### src/rtl/lieat_exu_vpu_vseq16_pkg.sv
// Shared VPU definitions for the 16-bit element sequencer: element width, FSM states,
// op-select payload and element slice/insert helpers.
package lieat_exu_vpu_vseq16_pkg;

  localparam int unsigned ELEN     = 16;
  localparam int unsigned VLEN_DEF = 128;
  // Helpers operate on a padded vector so they serve any VLEN up to this bound
  localparam int unsigned VLEN_MAX = 1024;

  typedef enum logic [1:0] {
    IDLE  = 2'd0,
    ISSUE = 2'd1,
    DRAIN = 2'd2,
    DONE  = 2'd3
  } vseq_state_e;

  typedef struct packed {
    logic vadd;
    logic vsub;
    logic vrsub;
  } vop_sel_t;

  function automatic logic [ELEN-1:0] elem_get(input logic [VLEN_MAX-1:0] vec,
                                               input int unsigned       k);
    return vec[k*ELEN +: ELEN];
  endfunction

  function automatic logic [VLEN_MAX-1:0] elem_put(input logic [VLEN_MAX-1:0] vec,
                                                   input int unsigned       k,
                                                   input logic [ELEN-1:0]   elem);
    logic [VLEN_MAX-1:0] res;
    res = vec;
    res[k*ELEN +: ELEN] = elem;
    return res;
  endfunction

endpackage

### src/rtl/lieat_exu_vpu_vseq16.sv
// Issuing-side element sequencer: feeds the 16-bit lane unit one element per cycle and
// reassembles the in-order lane results into the destination vector (tail kept from vd).
module lieat_exu_vpu_vseq16
  import lieat_exu_vpu_vseq16_pkg::*;
#(
  parameter int unsigned  VLEN  = VLEN_DEF,
  localparam int unsigned NELEM = VLEN / ELEN,
  localparam int unsigned VLW   = $clog2(NELEM) + 1
) (
  input  logic            clock,
  input  logic            reset,
  input  logic            i_valid,
  output logic            i_ready,
  input  logic            i_vadd,
  input  logic            i_vsub,
  input  logic            i_vrsub,
  input  logic [VLEN-1:0] i_vs1,
  input  logic [VLEN-1:0] i_vs2,
  input  logic [VLEN-1:0] i_vd,
  input  logic [VLW-1:0]  i_vl,
  output logic            vunit_valid,
  output logic [ELEN-1:0] vunit_op1,
  output logic [ELEN-1:0] vunit_op2,
  output logic            vunit_vadd,
  output logic            vunit_vsub,
  output logic            vunit_vrsub,
  input  logic            vunit_o_valid,
  input  logic [ELEN-1:0] vunit_o_data,
  output logic            o_valid,
  input  logic            o_ready,
  output logic [VLEN-1:0] o_data
);

  vseq_state_e     state_q, state_d;
  logic [VLW-1:0]  issue_cnt_q, issue_cnt_d;
  logic [VLW-1:0]  col_cnt_q, col_cnt_d;
  logic [VLW-1:0]  vl_q, vl_d;
  logic [VLW-1:0]  vl_eff;
  logic [VLW-1:0]  issued_cnt;
  logic [VLEN-1:0] vs1_q, vs1_d;
  logic [VLEN-1:0] vs2_q, vs2_d;
  logic [VLEN-1:0] res_q, res_d;
  vop_sel_t        op_q, op_d;
  logic            collect;

  // Next-state, counters and result assembly
  always_comb begin
    state_d     = state_q;
    issue_cnt_d = issue_cnt_q;
    col_cnt_d   = col_cnt_q;
    vl_d        = vl_q;
    vs1_d       = vs1_q;
    vs2_d       = vs2_q;
    res_d       = res_q;
    op_d        = op_q;

    vl_eff     = (i_vl > VLW'(NELEM)) ? VLW'(NELEM) : i_vl;
    // Count the element going out this cycle so a combinational lane is caught same-cycle
    issued_cnt = issue_cnt_q + ((state_q == ISSUE) ? VLW'(1) : VLW'(0));
    collect    = ((state_q == ISSUE) || (state_q == DRAIN)) && vunit_o_valid &&
                 (col_cnt_q < issued_cnt);

    if (collect) begin
      res_d     = VLEN'(elem_put(VLEN_MAX'(res_q), 32'(col_cnt_q), vunit_o_data));
      col_cnt_d = col_cnt_q + VLW'(1);
    end

    case (state_q)
      IDLE: begin
        if (i_valid) begin
          vs1_d       = i_vs1;
          vs2_d       = i_vs2;
          op_d        = '{vadd: i_vadd, vsub: i_vsub, vrsub: i_vrsub};
          vl_d        = vl_eff;
          res_d       = i_vd;
          issue_cnt_d = '0;
          col_cnt_d   = '0;
          state_d     = (vl_eff != '0) ? ISSUE : DONE;
        end
      end
      ISSUE: begin
        issue_cnt_d = issue_cnt_q + VLW'(1);
        if (issue_cnt_q == vl_q - VLW'(1)) begin
          state_d = (col_cnt_d == vl_q) ? DONE : DRAIN;
        end
      end
      DRAIN: begin
        if (col_cnt_d == vl_q) begin
          state_d = DONE;
        end
      end
      DONE: begin
        if (o_ready) begin
          state_d = IDLE;
        end
      end
      default: state_d = IDLE;
    endcase
  end

  // Outputs decoded from registered state only
  always_comb begin
    i_ready     = (state_q == IDLE);
    vunit_valid = (state_q == ISSUE);
    vunit_op1   = '0;
    vunit_op2   = '0;
    vunit_vadd  = 1'b0;
    vunit_vsub  = 1'b0;
    vunit_vrsub = 1'b0;
    o_valid     = (state_q == DONE);
    o_data      = res_q;
    if (state_q == ISSUE) begin
      vunit_op1 = elem_get(VLEN_MAX'(vs1_q), 32'(issue_cnt_q));
      vunit_op2 = elem_get(VLEN_MAX'(vs2_q), 32'(issue_cnt_q));
    end
    if ((state_q == ISSUE) || (state_q == DRAIN)) begin
      vunit_vadd  = op_q.vadd;
      vunit_vsub  = op_q.vsub;
      vunit_vrsub = op_q.vrsub;
    end
  end

  always_ff @(posedge clock or posedge reset) begin
    if (reset) begin
      state_q     <= IDLE;
      issue_cnt_q <= '0;
      col_cnt_q   <= '0;
      vl_q        <= '0;
      vs1_q       <= '0;
      vs2_q       <= '0;
      res_q       <= '0;
      op_q        <= '0;
    end else begin
      state_q     <= state_d;
      issue_cnt_q <= issue_cnt_d;
      col_cnt_q   <= col_cnt_d;
      vl_q        <= vl_d;
      vs1_q       <= vs1_d;
      vs2_q       <= vs2_d;
      res_q       <= res_d;
      op_q        <= op_d;
    end
  end

endmodule

### config.mk
export PLATFORM = sky130hd
export DESIGN_NAME = lieat_exu_vpu_vseq16
export DESIGN_NICKNAME = d
export VERILOG_FILES = /design/src/rtl/lieat_exu_vpu_vseq16_pkg.sv /design/src/rtl/lieat_exu_vpu_vseq16.sv
export SDC_FILE = /design/constraint.sdc
export NUM_CORES = 1
export LEC_CHECK = 0
export ABC_AREA = 1
export CORE_AREA = 5 5 220 222
export DETAILED_ROUTE_END_ITERATION = 10
export DIE_AREA = 0 0 225 227
export DONT_BUFFER_PORTS = 1
export SLEW_MARGIN = 0
export SYNTH_ARGS = -nofsm -noshare
export SYNTH_HDL_FRONTEND = slang
export SYNTH_SLANG_ARGS = --single-unit
### constraint.sdc
create_clock -name clock -period 24.4 [get_ports clock]
set_input_delay 1.22 -clock clock [delete_from_list [all_inputs] [get_ports clock]]
set_output_delay 1.22 -clock clock [all_outputs]
set_load 0.01 [all_outputs]
Word-level counts from Yosys, hierarchy flattened
Index checks and enable logic that the tools add are counted.
Widths: inputs -> output; s select.
{"block": "op_classes", "shift": 4, "mux": 23, "div": 0, "reduce_logical": 9, "add_sub_neg": 5, "n_mul": 0, "bitwise_logic": 0, "eq_ne": 9, "order_cmp": 2}
{"cell": "$shiftx 1024x9->16", "n": 2}
{"cell": "$bwmux 1024", "n": 1}
{"cell": "$shift 16x34->1024 const A", "n": 1}
{"cell": "$shiftx 16x34->1024", "n": 1}
{"cell": "$mux 128", "n": 3}
{"cell": "$neg 8->34", "n": 1}
{"cell": "$mux 16", "n": 2}
{"cell": "$mux 4", "n": 5}
{"cell": "$mux 2", "n": 5}
{"cell": "$add 4x1->4 const B", "n": 2}
{"cell": "$eq 4x4->1", "n": 2}
{"cell": "$pmux 2 s4", "n": 1}
{"cell": "$pmux 4 s2", "n": 1}
{"cell": "$mux 1", "n": 5}
{"cell": "$add 4x1->4", "n": 1}
{"cell": "$eq 2x2->1 const B", "n": 2}
{"cell": "$gt 4x4->1 const B", "n": 1}
{"cell": "$lt 4x4->1", "n": 1}
{"cell": "$ne 2x1->1 const B", "n": 2}
{"cell": "$ne 2x2->1 const B", "n": 2}
{"cell": "$reduce_and 2->1", "n": 2}
{"cell": "$reduce_and 4->1", "n": 1}
{"cell": "$reduce_bool 4->1", "n": 1}
{"cell": "$sub 4x1->4 const B", "n": 1}
{"cell": "5 further kinds", "n": 6}
{"block": "totals", "rom_bits": 0, "out_inout_bits": 166, "wordCells": 62, "latch_bits": 0, "ff_bits": 401, "ramBits": 0, "inputBits": 412, "memories": 0}

Logic depth before layout (Yosys ltp)
Gate-level depths: netlist of run 1.
{"block": "logic_depth", "ltp_word": 10, "ltp_mapped": 20, "ltp_nobuf": 20}

Worst setup path before layout of run 1
Ideal clock, no wire load.
{"block": "synth_path", "path_kind": "register -> register", "startpoint": "reg issue_cnt_q[1]", "endpoint": "reg res_q[29] (netlist: o_data[29])", "setup_time_ps": 120, "path_stages_with_launch": 19, "required_time_ps": 24280, "period_less_slack_ps": 3174, "t_arrival_ps": 3054, "path_buffers": 4, "slack_ps": 21226, "cell_sequence": "dfrtp_1 clkbuf_1 buf_1 buf_1 nand3_1 xor2_1 ha_1 nand2_1 nor3b_4 nand2_4 inv_4 nand4_4 nor2_2 inv_2 buf_2 nand2_1 o211ai_2 o21ai_0 inv_1"}
{"block": "synth_between", "elab_chain_len": 6}
{"item": "start: declaration", "line": "lieat_exu_vpu_vseq16.sv:35", "text": "logic [VLW-1:0] issue_cnt_q, issue_cnt_d;"}
{"item": "start signal: assignment", "line": "lieat_exu_vpu_vseq16.sv:135", "text": "issue_cnt_q <= issue_cnt_d;"}
{"item": "$add 4x1->4 (*)", "line": "lieat_exu_vpu_vseq16.sv:59", "text": "issued_cnt = issue_cnt_q + ((state_q == ISSUE) ? VLW'(1) : VLW'(0));"}
{"item": "$lt 4x4->1 (*)", "line": "lieat_exu_vpu_vseq16.sv:61", "text": "(col_cnt_q < issued_cnt);"}
{"item": "$logic_and 1x1->1 (*)", "line": "lieat_exu_vpu_vseq16.sv:60", "text": "collect = ((state_q == ISSUE) || (state_q == DRAIN)) && vunit_o_valid &&"}
{"item": "$mux 128 (*)", "line": "lieat_exu_vpu_vseq16.sv:63", "text": "if (collect) begin"}
{"item": "$mux 128", "line": "lieat_exu_vpu_vseq16.sv:70", "text": "if (i_valid) begin"}
{"item": "$mux 128 (*)", "line": "lieat_exu_vpu_vseq16.sv:68", "text": "case (state_q)"}
{"item": "via res_d[29]", "line": "lieat_exu_vpu_vseq16.sv:42", "text": "logic [VLEN-1:0] res_q, res_d;"}
{"item": "end signal: assignment", "line": "lieat_exu_vpu_vseq16.sv:140", "text": "res_q <= res_d;"}
{"item": "end: declaration", "line": "lieat_exu_vpu_vseq16.sv:42"}
The timed path passes the listed nets; every way through them passes the cells marked *.
A chain may end at the register's enable or synchronous reset.

Final worst setup path of run 1
{"block": "layout_path", "startpoint": "reg issue_cnt_q[0]", "endpoint": "out vunit_op2[5]"}
{"block": "layout_between", "elab_chain_len": 2}
{"item": "$shiftx 1024x9->16", "line": "lieat_exu_vpu_vseq16_pkg.sv:25", "text": "return vec[k*ELEN +: ELEN];"}
{"item": "$mux 16", "line": "lieat_exu_vpu_vseq16.sv:112", "text": "if (state_q == ISSUE) begin"}
{"item": "end: declaration", "line": "lieat_exu_vpu_vseq16.sv:23", "text": "output logic [ELEN-1:0] vunit_op2,"}
Every way passes these cells.

==> run summary, run 1 <==
Combinational logic burns between 30% and 40% of the power. The part of the Yosys area used for sequential elements came out at 51.4%. The final count of hold timing violations came out at 0.

The cell depth of the worst hold path came out at 2. The number of nets in the finished design is just under 3000. The routed length per instance is around 23 um. The most used flip-flop cell after synthesis is sky130_fd_sc_hd__dfrtp_1.

Summed over all instances, the cell type with the most area after synthesis is sky130_fd_sc_hd__dfrtp_1. The first global-routing pass estimated approximately 100 mm of wire. After synthesis, the share of flip-flops with an asynchronous set or reset is 100%. The slowest stage of the critical path belongs to the cell sky130_fd_sc_hd__dfrtp_4.

The cell depth of the worst flop-to-flop path came out at 12. The H-tree was split into 2 levels. The fraction of power consumed by sequential logic is between 40% and 50%. The pre-CTS setup slack came out at 20030 ps. Each instance of the synthesized netlist takes up on average between 7 and 8 um2.

The endpoint identified for the worst register-to-register timing path is o_data[15]. In this run the power density over the cells is around 140 mW/mm2. The signal on the critical path passes through buf_4 -> o21ai_0 -> o22ai_1 -> o21ai_0 -> a31oi_1. The floorplan has just under 80 rows. The worst vdd rail ir drop is between 0.07 and 0.08 mV.

The total number of yosys warnings came out at 0. The starting density of the core is 42.3%. Entering global routing, the biggest net connects approximately 210 pins.

The TritonCTS clock tree is yes. The number of max-capacitance violations reported is 0. Grouping stages by cell kind, the critical path spends the most delay in compound AO/OA/AOI/OAI gates.

The floorplan step defined a core boundary enclosing between 0.04 and 0.05 mm2. The worst hold endpoint is vs2_q[26]. The via count of the first global-routing pass came out at 16800.

The wire length on met3 is between 6 and 7 mm. The number of filler instances in the final layout is between 4000 and 5000. Cells with a size suffix above 1 make up under 10% of the layout. The wire length after detailed routing came out at slightly above 70 mm. The starting DRC count in detailed routing is between 1500 and 2000. The width of the chip came out at ~230 um. The critical path arrival is 3630 ps. The height of the chip is between 200 and 250 um. The transition time at the pin with the least slew margin is about 1200 ps. The via count is about 17000. The number of buffers inserted during clock tree synthesis came out at 45. In this run the critical register-to-register path is launched from issue_cnt_q[0].

The detailed placement HPWL came out at about 51 mm. The number of sinks on the clock net is ~400. The number of flops mapped to enable cells by yosys came out at 0. The internal power of the cells came out at 1750 uW. The flow ran to the end, and the final reports show no timing, DRC or antenna violations.

The initial antenna violation count is 11. The final max-slew violation count is 0. The analysis attributes to cell leakage a power of ~0.010 uW. The critical path in this run is classified as reg2out. STA puts the critical path data required time at roughly 23000 ps.

The worst setup path is captured at a primary output. The final critical delay including setup and external delays is about 4900 ps. The relative max-transition margin came out at 20.7%.

In this run, post-CTS repair resized a total of 0 instances. The clock slew seen by the registers of the worst setup and hold paths is approximately 60 ps. Counting stages on the worst path, the most repeated cell is sky130_fd_sc_hd__o21ai_0. The weighted congestion reported at the end of routability-driven placement is about 1.

The routed metal-1 wirelength is roughly 27 mm. The clock network latency to the later pin of the worst-skew pair came out at between 500 and 600 ps. The number of I/O port buffers is 0. After detailed routing, the number of remaining DRC violations is 0. Derived from the worst setup path, the maximum achievable clock frequency is 206 MHz. The worst reg-to-reg setup slack came out at 19970 ps.

The netlist uses 39 different library cells. The path class of the tightest hold or removal check is reg2reg. The switching share of total power is 43.2%.

The sum of overflow across all layers after global routing came out at 0. The maximum buffer depth of the clock tree came out at 3. The final setup slack of the worst path is 19550 ps. Buffers added to address setup during post-CTS repair amount to 0. The logic depth of the worst path, buffers included is 5. The largest driver fanout on the critical path came out at 95.

In the synthesized netlist, the number of instances is 2578. The cell area after technology mapping came out at 0.0195 mm2. The stage delay of the slowest cell on the critical path came out at about 1000 ps. The final worst-path cycle share came out at about 20%. The overall die area came out at approximately 0.051 mm2.

Counting both buffers and inverters, the worst setup path holds a total of 1. Sorting the synthesized cells by area gives the leading types as sky130_fd_sc_hd__dfrtp_1, sky130_fd_sc_hd__nand2_1, sky130_fd_sc_hd__o21ai_0, sky130_fd_sc_hd__nor2_1, sky130_fd_sc_hd__inv_1. Wire segments on met2 add up to about 35 mm in the final route. The root buffer selected by CTS is sky130_fd_sc_hd__clkbuf_16. In this run, synthesis produced a sequential element count of about 400. The I/O pin total is around 580. Summed over all nets, the switching power comes to roughly 1300 uW. The topmost layer with routed signal wires is met5. The detail route stage leaves a number of antenna-violating nets equal to 0. The fraction of power consumed by the clock network came out at between 20% and 30%. The pre-antenna-repair detailed-routing pass consisted of 5 iterations.

The maximum clock skew at final layout came out at about 11 ps. The post-cts hold buffer count is 0. Global routing used between 20% and 30% of the available tracks across all layers. Compared with the post-synthesis result, the final layout area differs by 9.66%. The top cell type by area accounts for around 50% of the synthesized area.

STA classifies the critical path startpoint as a flop. The post-synth net total came out at 3007. Setup repair after global routing left no endpoint under its margin.

Leaving out fill and tap cells, the most frequent cell in the layout is sky130_fd_sc_hd__nand2_1. In the layout the commonest cells are sky130_fd_sc_hd__nand2_1, sky130_fd_sc_hd__dfrtp_1, sky130_fd_sc_hd__o21ai_0, sky130_fd_sc_hd__nor2_1, sky130_fd_sc_hd__inv_1. Once layout is complete, the utilization of the core stands at between 40% and 50%. The average vias per placed instance came out at around 5.5. The setup violation total in the final timing report is 0.

The summed negative setup slack over all endpoints is 0 ps. The launch instance of the worst min-delay path is vs2_q[26].
## power by group through the flow
stage	Sequential (uW)	Clock [uW]	Combinational (uW)
2_1_floorplan	1170	0	824
3_5_place_dp	1290	0	1060
6_report	1290	730	1070
3_3_place_gp	1290	0	1040
5_1_grt	1310	764	1220
4_1_cts	1280	741	1070
## flip-flops by register name, summed over array words and instances, names as in the netlist
register	count
state_q	2
vs2_q	128
op_q	3
vs1_q	128
o_data	128
vl_q	4
col_cnt_q	4
issue_cnt_q	4
## worst max-delay path by stage
stage                   startpoint           end  slack [ps]
floorplan                    reset  col_cnt_q[0]       12030
global placement           i_valid     vs2_q[88]       20090
detailed placement         i_valid    vs2_q[106]       20030
CTS                 issue_cnt_q[0]  vunit_op2[5]       19560
global route        issue_cnt_q[0]  vunit_op2[5]       19310
finish              issue_cnt_q[0]  vunit_op2[5]       19550
## layout make-up
type                       instances  area [um2]  share of cell area (%)
sequential                       401       10000                    46.9
multi-input combinational       1802        8080                    37.7
clock buffer                      65        1330                    6.21
inverter                         207         795                    3.71
tap                              607         759                    3.54
clock inverter                    19         260                    1.21
timing repair buffer              16         145                   0.677
antenna                            7        17.5                  0.0818
## metal layers
metal	global-route usage, %	vias to the layer above
met5	0	-
met4	10.5	6
met3	8.02	132
met2	44.0	769
met1	31.8	8415
li1	-	8015
## worst reg2reg max path: stages (launching register included)
cell and delay, ps:
sky130_fd_sc_hd__dfrtp_4 1030, sky130_fd_sc_hd__inv_2 470, sky130_fd_sc_hd__ha_1 430, sky130_fd_sc_hd__o21ai_1 130
sky130_fd_sc_hd__nand2_1 70, sky130_fd_sc_hd__nand2_1 190, sky130_fd_sc_hd__nand2_4 140, sky130_fd_sc_hd__inv_4 220
sky130_fd_sc_hd__nand4_1 950, sky130_fd_sc_hd__a21oi_1 420, sky130_fd_sc_hd__a21oi_1 70, sky130_fd_sc_hd__mux2i_1 170
sky130_fd_sc_hd__inv_1 50
## Yosys cell counts, types with 2 or more instances
cell / count
sky130_fd_sc_hd__ha_1: 17
sky130_fd_sc_hd__nand3_1: 70
sky130_fd_sc_hd__inv_1: 199
sky130_fd_sc_hd__buf_4: 4
sky130_fd_sc_hd__nor2_2: 2
sky130_fd_sc_hd__xor2_1: 2
sky130_fd_sc_hd__mux2i_1: 3
sky130_fd_sc_hd__buf_1: 17
sky130_fd_sc_hd__nand2_2: 2
sky130_fd_sc_hd__o211ai_2: 3
sky130_fd_sc_hd__nand4_1: 13
sky130_fd_sc_hd__buf_2: 9
sky130_fd_sc_hd__a31oi_1: 47
sky130_fd_sc_hd__o22ai_1: 16
sky130_fd_sc_hd__nor2_4: 2
sky130_fd_sc_hd__o21ai_0: 313
sky130_fd_sc_hd__a211oi_1: 5
sky130_fd_sc_hd__nor2_1: 202
sky130_fd_sc_hd__o211ai_1: 33
sky130_fd_sc_hd__nand2_1: 940
sky130_fd_sc_hd__clkbuf_1: 137
sky130_fd_sc_hd__o21ai_1: 31
sky130_fd_sc_hd__nor3_1: 8
sky130_fd_sc_hd__inv_2: 7
sky130_fd_sc_hd__xnor2_1: 5
sky130_fd_sc_hd__a21oi_1: 78
sky130_fd_sc_hd__dfrtp_1: 401
## logic make-up after synthesis
family | count (synthesis) | share of synthesized area [%]
flops | 401 | 51.4
simple gates | 1246 | 25.1
buf+inv | 375 | 7.39
xor+xnor | 8 | 0.397
compound gates | 528 | 14.6
fa+ha+maj | 17 | 1.09
mux | 3 | 0.154
## stage by stage
| stage | power [uW] | hold slack, ps | instances | area (um2) |
|---|---|---|---|---|
| 2_1_floorplan | 1990 | 444 | 2578 | 19500 |
| 3_3_place_gp | 2330 | 457 | 3033 | 19800 |
| 3_5_place_dp | 2360 | 460 | 3033 | 19800 |
| 4_1_cts | 3090 | 477 | 3117 | 21400 |
| 5_1_grt | 3290 | 487 | 3123 | 21400 |
| 6_report | 3090 | 476 | 3124 | 21400 |
No activity file was read; power rests on OpenSTA's default activity.
==> inputs of run 2 (changes only) <==
Settings changed: CORE_AREA 5 5 220 222 to 5 5 219 221, DIE_AREA 0 0 225 227 to 0 0 224 226.
Clock period 24.4 ns to 4 ns, I/O delays scaled along.
==> run 2 against run 1 <==
Combinational power grew to 6.9 times the previous value; sequential share of layout area is 7.8 points lower; die area down 0.88%; highest routed layer unchanged; sequential cell count did not move.
==> run summary, run 2 (synthesized netlist as in run 1, its figures left out) <==
The final max-slew violation count was 0. Headroom to the max-slew limit came out at between 30% and 40%. The pin count of the biggest net entering global routing came out at ~180. The global-route wire length before repair is approximately 110 mm.

The number of max-capacitance violations reported is 0. The sum of overflow across all layers after global routing is 0. The critical path arrival is 4170 ps. The overall die area is just over 0.05 mm2. The number of placement rows came out at 79. The number of nets in the finished design is 3334. The weighted congestion reported at the end of routability-driven placement came out at roughly 0.96. The core region is 0.0460 mm2. The sum of buffers and inverters on the critical path is 5. The initial antenna violation count is 10. The starting DRC count in detailed routing is 2010. The cell depth of the worst hold path came out at 4. The number of filler instances in the final layout came out at a little over 4000. The worst setup path is of the reg2reg kind.

The global router's overall resource usage came out at 28.2%. At the pin with the least slew margin, the transition time is between 900 and 1000 ps. STA classifies the critical path endpoint as a flop. The area growth from synthesis to layout came out at 31.6%. Clock tree synthesis selected as its root buffer the cell sky130_fd_sc_hd__clkbuf_16.

The smallest clock period supported by the final layout is computed as 3710 ps. The library cell used most frequently in the layout, excluding fill and tap cells, is sky130_fd_sc_hd__nand2_1. The path class of the tightest hold or removal check is in2reg. The peak clock frequency supported by timing came out at ~270 MHz.

In this run the most used layer during global routing was met2. TritonCTS built the clock tree. By instance count, the cell type seen most on the critical path is sky130_fd_sc_hd__ha_1. The fraction of final layout cells with drive strength greater than 1 came out at approximately 4.7%.

The H-tree was split into 2 levels. The summed negative setup slack over all endpoints is 0 ps. The startpoint type of the worst setup path is a flop. The power density over the cells is around 750 mW/mm2. The worst vdd rail ir drop came out at 0.416 mV. The average vias per placed instance is 5.41. The post-route worst hold slack came out at between 50 and 60 ps. The logic depth of the worst path, buffers included is 18. Traced cell by cell, the critical path runs through inv_1 -> ha_1 -> ha_1 -> nand3_1 -> xor2_1 -> ha_1 -> nand2_1 -> nor3b_4 -> nand2_4 -> inv_6 -> nand4_4 -> nor2_4 -> inv_2 -> nand2_1 -> o211ai_2 -> o21ai_1 -> dlygate4sd3_1 -> inv_2.

For met3 alone, demand over resource in global routing was 6.33%. The via count of the first global-routing pass is around 19000. The number of clock buffers added by TritonCTS is 45. The number of nets with antenna violations after detailed routing came out at 0. The met2 global-route usage came out at ~49%. The leakage dissipation came out at approximately 0.012 uW. The via count came out at approximately 19000. The run finished with clean final reports. Prior to clock tree synthesis, the placed netlist has a worst setup slack of about 650 ps. The library cells used most frequently in the layout, excluding fill and tap cells, are sky130_fd_sc_hd__nand2_1, sky130_fd_sc_hd__dlygate4sd3_1, sky130_fd_sc_hd__dfrtp_1, sky130_fd_sc_hd__o21ai_0, sky130_fd_sc_hd__nor2_1. The I/O pin total is ~580. At the worst endpoint, the required time is ~4500 ps. The final setup slack of the worst path is approximately 300 ps. For this design, the slowest cell found on the critical path is sky130_fd_sc_hd__dlygate4sd3_1. After clock tree synthesis, the clock-pin slew on the worst setup and hold paths is about 60 ps. Clock tree synthesis found a total of ~400 sinks. The wire length after detailed routing is around 75 mm. The routed length per instance came out at 21.0 um. The final worst-path cycle share is ~90%.

The top cell family by delay on the critical path is simple AND/OR/NAND/NOR gates. The remaining design rule violation count is 0. The maximum clock skew at final layout came out at 19.9 ps. The number of I/O port buffers came out at 0. For this run, the slowest stage of the critical path takes 580 ps. The setup violation total in the final timing report came out at 0.

The maximum buffer depth of the clock tree came out at 3. The height of the chip came out at ~230 um. For the worst-skew pair, the clock arrives at the later sink with an insertion delay of approximately 580 ps. The pre-antenna-repair detailed-routing pass consisted of 6 iterations. Global routing consumed, on the met1 layer, between 30% and 40% of the routing resources. The largest driver fanout on the critical path came out at 19. The starting density of the core is a little over two fifths. The final count of hold timing violations is 0.

The cell depth of the worst flop-to-flop path is 18. The detailed placement HPWL is a little over 50 mm. From left edge to right edge, the die measures around 220 um.
==> run 2: changes by cell type in the layout (fill, tap and decap cells not counted), moves of 2 or more <==
cell,before,now
sky130_fd_sc_hd__diode_2,7,11
sky130_fd_sc_hd__clkinv_8,2,0
sky130_fd_sc_hd__buf_4,14,28
sky130_fd_sc_hd__clkbuf_1,7,14
sky130_fd_sc_hd__clkinvlp_4,4,1
sky130_fd_sc_hd__clkbuf_16,45,47
sky130_fd_sc_hd__dlygate4sd3_1,0,410
sky130_fd_sc_hd__clkbuf_8,13,8
sky130_fd_sc_hd__buf_12,2,10
==> run 2: cell type report <==
class	instances	area [um2]	share of cell area, %
Clock buffer	69	1340	5.21
Antenna cell	11	27.5	0.107
Tap cell	607	759	2.95
Sequential cell	401	10000	39.0
Inverter	207	793	3.08
Multi-Input combinational cell	1802	8080	31.4
Timing Repair Buffer	448	4510	17.6
Clock inverter	12	168	0.652
==> run 2: final timing paths <==
check	from	slack, ps	end
worst max-delay path	state_q[1]	290	o_data[63]
worst min-delay path	vunit_o_valid	50	col_cnt_q[1]
worst max register to register	state_q[1]	290	o_data[63]
worst min register to register	vs1_q[70]	470	vs1_q[70]
max in group asynchronous	reset	2660	o_data[75]
min in group asynchronous	reset	270	vs1_q[53]
==> run 2: worst register-to-register path, delay by kind of cell, from the launching register on <==
kind | cells | cell delay (ps)
xor+xnor | 1 | 160
buf+inv | 5 | 1070
simple gates | 7 | 1150
fa+ha+maj | 3 | 640
flops | 1 | 410
compound gates | 2 | 170
==> run 2: timing repair <==
item                                    4_1_cts  5_1_grt
hold buffers                                410        0
setup buffers                                 0        6
endpoints found under the setup margin        0        2
gates resized for setup                       0        2
hold endpoints to repair                    421        0
==> run 2: per-layer routing <==
metal  part of all wire, %  vias up
met4                   4.1        2
met5                 0.017        -
met3                   8.2      180
met1                    38     9247
met2                    49      939
li1                      -     8885
==> run 2: report_power, final <==
group	total [uW]	leakage, uW	switching [uW]	internal [uW]
logic	7420	0.00668	4950	2470
clock network	4280	0.000742	1720	2560
registers	7610	0.00483	1610	6000
==> run 2: stage by stage <==
stage	cell area, um2	cells	power (uW)	util (%)
6_report	25700	3557	19300	56.0
5_1_grt	25700	3556	20600	56.0
4_1_cts	25600	3540	19300	55.8
3_5_place_dp	20000	3049	14500	43.6
3_3_place_gp	20000	3049	14300	43.6
2_1_floorplan	19500	2578	12200	-
